<file path="src/rtl/core_sequencer.sv">
// Instruction sequencer for the core: fetch/decode/exec/mem/commit flow with
// interrupt entry, halt/resume and a retired-instruction counter.
module core_sequencer (
  input  logic        clk,
  input  logic        reset,
  output logic        o_imem_req,
  input  logic        i_imem_ack,
  output logic        o_ir_load,
  input  logic        i_is_load,
  input  logic        i_is_store,
  input  logic        i_halt_cmd,
  input  logic        i_rst_cmd,
  input  logic        i_return_cmd,
  input  logic        i_int_cmd,
  input  logic [1:0]  i_int_func,
  output logic        o_dmem_req,
  output logic        o_dmem_we,
  input  logic        i_dmem_ack,
  output logic        o_clk_en,
  output logic        o_soft_reset,
  input  logic        i_irq,
  output logic        o_int_taken,
  output logic        o_int_en,
  input  logic        i_resume,
  output logic        o_halted,
  output logic [15:0] o_retired
);

  typedef enum logic [2:0] {
    S_FETCH, S_DECODE, S_EXEC, S_MEM, S_COMMIT, S_IRQ, S_HALT
  } state_t;

  state_t      r_state, w_state_nxt;
  logic        r_int_en, w_int_en_nxt;
  logic        r_pending, w_pending_nxt;
  logic [15:0] r_retired;

  always_ff @(posedge clk) begin
    if (reset) begin
      r_state   <= S_FETCH;
      r_int_en  <= 1'b0;
      r_pending <= 1'b0;
      r_retired <= '0;
    end else begin
      r_state   <= w_state_nxt;
      r_int_en  <= w_int_en_nxt;
      r_pending <= w_pending_nxt;
      if (r_state == S_COMMIT) r_retired <= r_retired + 16'd1;
    end
  end

  always_comb begin
    w_state_nxt   = r_state;
    w_int_en_nxt  = r_int_en;
    w_pending_nxt = r_pending | i_irq;
    o_imem_req    = 1'b0;
    o_ir_load     = 1'b0;
    o_dmem_req    = 1'b0;
    o_dmem_we     = 1'b0;
    o_clk_en      = 1'b0;
    o_soft_reset  = 1'b0;
    o_int_taken   = 1'b0;
    o_halted      = 1'b0;
    case (r_state)
      S_FETCH: begin
        o_imem_req = 1'b1;
        if (i_imem_ack) begin
          o_ir_load   = 1'b1;
          w_state_nxt = S_DECODE;
        end
      end
      S_DECODE: w_state_nxt = S_EXEC;
      S_EXEC: begin
        if (i_rst_cmd) begin
          o_soft_reset  = 1'b1;
          w_int_en_nxt  = 1'b0;
          w_pending_nxt = i_irq;
          w_state_nxt   = S_FETCH;
        end else if (i_halt_cmd) begin
          w_state_nxt = S_HALT;
        end else if (i_is_load || i_is_store) begin
          w_state_nxt = S_MEM;
        end else begin
          w_state_nxt = S_COMMIT;
        end
      end
      S_MEM: begin
        o_dmem_req = 1'b1;
        o_dmem_we  = i_is_store;
        if (i_dmem_ack) w_state_nxt = S_COMMIT;
      end
      S_COMMIT: begin
        o_clk_en = 1'b1;
        if (i_int_cmd) begin
          case (i_int_func)
            2'b00:   w_int_en_nxt  = 1'b0;
            2'b01:   w_int_en_nxt  = 1'b1;
            2'b10:   w_pending_nxt = 1'b1;
            default: ;
          endcase
        end
        if (i_return_cmd) w_int_en_nxt = 1'b1;
        // Decision uses post-commit enable/pending so a same-commit trigger or enable counts.
        w_state_nxt = (w_pending_nxt && w_int_en_nxt) ? S_IRQ : S_FETCH;
      end
      S_IRQ: begin
        o_int_taken   = 1'b1;
        w_int_en_nxt  = 1'b0;
        w_pending_nxt = i_irq;
        w_state_nxt   = S_FETCH;
      end
      S_HALT: begin
        o_halted = 1'b1;
        if (i_resume) w_state_nxt = S_COMMIT;
      end
      default: w_state_nxt = S_FETCH;
    endcase
  end

  assign o_int_en  = r_int_en;
  assign o_retired = r_retired;

endmodule

</file>
<file path="config.mk">
export PLATFORM = sky130hd
export DESIGN_NAME = core_sequencer
export DESIGN_NICKNAME = d
export VERILOG_FILES = /design/src/rtl/core_sequencer.sv
export SDC_FILE = /design/constraint.sdc
export NUM_CORES = 1
export LEC_CHECK = 0
export CORE_MARGIN = 2
export CORE_UTILIZATION = 48
export DETAILED_ROUTE_END_ITERATION = 7
export PLACE_DENSITY = 0.84
export SYNTH_ARGS = -nofsm -noshare
export SYNTH_HDL_FRONTEND = slang
export SYNTH_SLANG_ARGS = --single-unit
</file>
<file path="constraint.sdc">
create_clock -name clk -period 4.4 [get_ports clk]
set_input_delay 1.32 -clock clk [delete_from_list [all_inputs] [get_ports clk]]
set_output_delay 1.32 -clock clk [all_outputs]
set_load 0.005 [all_outputs]
</file>
==> results_dict.tcl <==
set metrics [dict create \
    status "finished, final reports clean" \
    powerDensity_nw_per_um2 230 \
    fin_nets 198 \
    synth_warnings 0 \
    cts.repair.resized 0 \
    end_kind "output port" \
    grtUsageMet3 0.0254 \
    grt_max_degree 25 \
    period_minus_slack_ns 3.99 \
    start_util 0.513 \
    layout_setup_ws_ns 0.415 \
    grt_overflow 0 \
    yosysSeqAreaShare 0.364 \
    final_cell_mix "38 x clkdlybuf4s50_1, 21 x dfxtp_1, 20 x nor2_1" \
    fmax_mhz 251 \
    crit_arrival_ns 2.67 \
    p_leak_nw 0.526 \
    clk_latency_ns 0.32 \
    period_share 0.906 \
    ant_nets 0 \
    skew_ns 0.00684 \
    hpwlAfterDp_mm 1.90 \
    drive_above_1_share 0.0659 \
    multi_input_area_um2 679 \
    use_met1 0.210 \
    seq_area_um2 420 \
    fin_area_um2 1570 \
    grt_use_met2 0.344 \
    cp-start-kind "input port" \
    n_antenna_cell 0 \
    cts_setup_buffers 0 \
    vias 1161 \
    postCtsHoldBufs 0 \
    root_buffer "clkbuf_4" \
    routed_wl_mm 2.55 \
    syn_nets 161 \
    maxSlewHeadroom 0.450 \
    rsz0062_at_grt "false" \
    fp.dieH_um 53.1 \
    fin_util 0.694 \
    syn_avg_cell_area_um2 7.92 \
    critical_path_class "input port to output port" \
    drc 0 \
    setup_tns_ns 0 \
    fillerInstances 197 \
    grt_pass1_vias 972 \
    via_per_inst 5.53 \
    worstPathMaxFanout 3 \
    peakVddDrop_uv 169 \
    io_buffers 38 \
    drt_pass1_iterations 4 \
    placedInstanceArea_um2 1540 \
    grt_pass1_wl_mm 3.95 \
    synth_cells 146 \
    slew_violations 0 \
    synth_area_um2 1160 \
    dr.first_iter.drc_count 27 \
    setup_viol 0 \
    grt_usage 0.188 \
    numClockSinks 21 \
    synth_seq_cells 21 \
    globalplace.congestion 0.756 \
    core_um2 2250 \
    hold_path.class "register to register" \
    cts_made_buffers 3 \
    clk_path_buf_depth 2 \
    final_common_cell "clkdlybuf4s50_1" \
    die-area_um2 2820 \
    final_hold_viol_count 0 \
    synth_cell_types 38 \
    required_ns 3.08 \
    std_cell_rows 17 \
    ctsHtreeMaxLevel 1 \
    top_usage_layer "met2" \
    worst_pin_slew_ns 0.823 \
    die_x_um 53.1 \
    cts_tree "yes" \
    clk_pin_slew_ns 0.11 \
    antenna_found_initial 0 \
    ioPinCount 39 \
    syn_to_final_growth_pct 35.4 \
    wl_per_cell_um 12.1 \
    max-cap-violations 0 \
    post-place-ws_ns 0.402 \
]
==> Yosys cell counts (all sizes together) <==
cell	count	area share
o21ba	1	0.0087
o21ai	5	0.022
o41ai	1	0.0076
or3b	1	0.0097
xor2	2	0.015
nand4	3	0.016
mux2	2	0.019
a21oi	10	0.043
mux2i	1	0.0087
and2	2	0.011
a31o	2	0.015
nor2	20	0.065
clkinv	1	0.0032
a211o	1	0.0076
or3	1	0.0054
clkbuf	3	0.0097
o22ai	1	0.0054
nand3b	1	0.0065
and3	2	0.011
inv	5	0.016
nand2	9	0.029
and4	1	0.0076
nand2b	5	0.027
nand3	7	0.030
dfxtp	21	0.36
a21o	1	0.0065
nor2b	5	0.027
buf	3	0.019
ha	1	0.011
nor4	4	0.027
o211ai	3	0.019
a211oi	2	0.013
nor3	11	0.052
xnor2	8	0.061
==> layout make-up <==
cell class | instances | area share
Tap cell | 28 | 0.0224
Clock inverter | 1 | 0.00320
Multi-Input combinational cell | 113 | 0.434
Inverter | 6 | 0.0144
Timing Repair Buffer | 38 | 0.243
Clock buffer | 3 | 0.0144
Sequential cell | 21 | 0.269
==> metrics by stage <==
step / power (mW) / hold WS [ns] / std cells
6_report: 0.360 / 0.514 / 210
2_1_floorplan: 0.239 / 0.490 / 146
4_1_cts: 0.362 / 0.515 / 210
3_3_place_gp: 0.266 / 0.491 / 206
5_1_grt: 0.376 / 0.543 / 210
3_5_place_dp: 0.267 / 0.495 / 206
==> registers in the layout, summed over array words and instances (netlist names) <==
register	count
o_retired	16
r_pending	1
o_int_en	1
r_state	3
==> kinds of logic (layout without fill, tap and decap cells) <==
family                   after synthesis  count (layout)  synth area share
AND/OR/NAND/NOR                       72              72             0.325
AO/OA/AOI/OAI                         27              27             0.148
flip-flops                            21              21             0.364
buffers and inverters                 12              48            0.0487
XOR/XNOR                              10              10            0.0758
multiplexers                           3               3            0.0281
adder cells (fa/ha/maj)                1               1            0.0108
==> power by group <==
group / switching [mW] / internal, mW / total, mW
sequential: 0.00861 / 0.194 / 0.203
combinational: 0.0266 / 0.0342 / 0.0608
clock: 0.0625 / 0.0341 / 0.0966
==> per-layer routing <==
| metal | vias up | share of wire |
|---|---|---|
| li1 | 588 | - |
| met1 | 524 | 0.43 |
| met2 | 44 | 0.49 |
| met3 | 5 | 0.055 |
| met5 | - | 0 |
| met4 | 0 | 0.020 |
==> worst max-delay path: stages <==
cell and delay, ns:
clkdlybuf4s50_1 0.51, inv_1 0.08, nor3_1 0.21, clkdlybuf4s50_1 0.54
==> final timing paths <==
check                                             start                    endpoint  slack [ns]  depth (start not counted)
worst max-delay path                          i_rst_cmd                o_soft_reset        0.41                          4
worst min-delay path              o_int_en$_SDFFE_PP0P_       o_int_en$_SDFFE_PP0P_        0.51                          2
worst max register to register  r_state[2]$_SDFFE_PP0P_  o_retired[15]$_SDFFE_PP0P_        2.49                          4
worst min register to register    o_int_en$_SDFFE_PP0P_       o_int_en$_SDFFE_PP0P_        0.51                          2
Power figures use the tool's default switching activity.
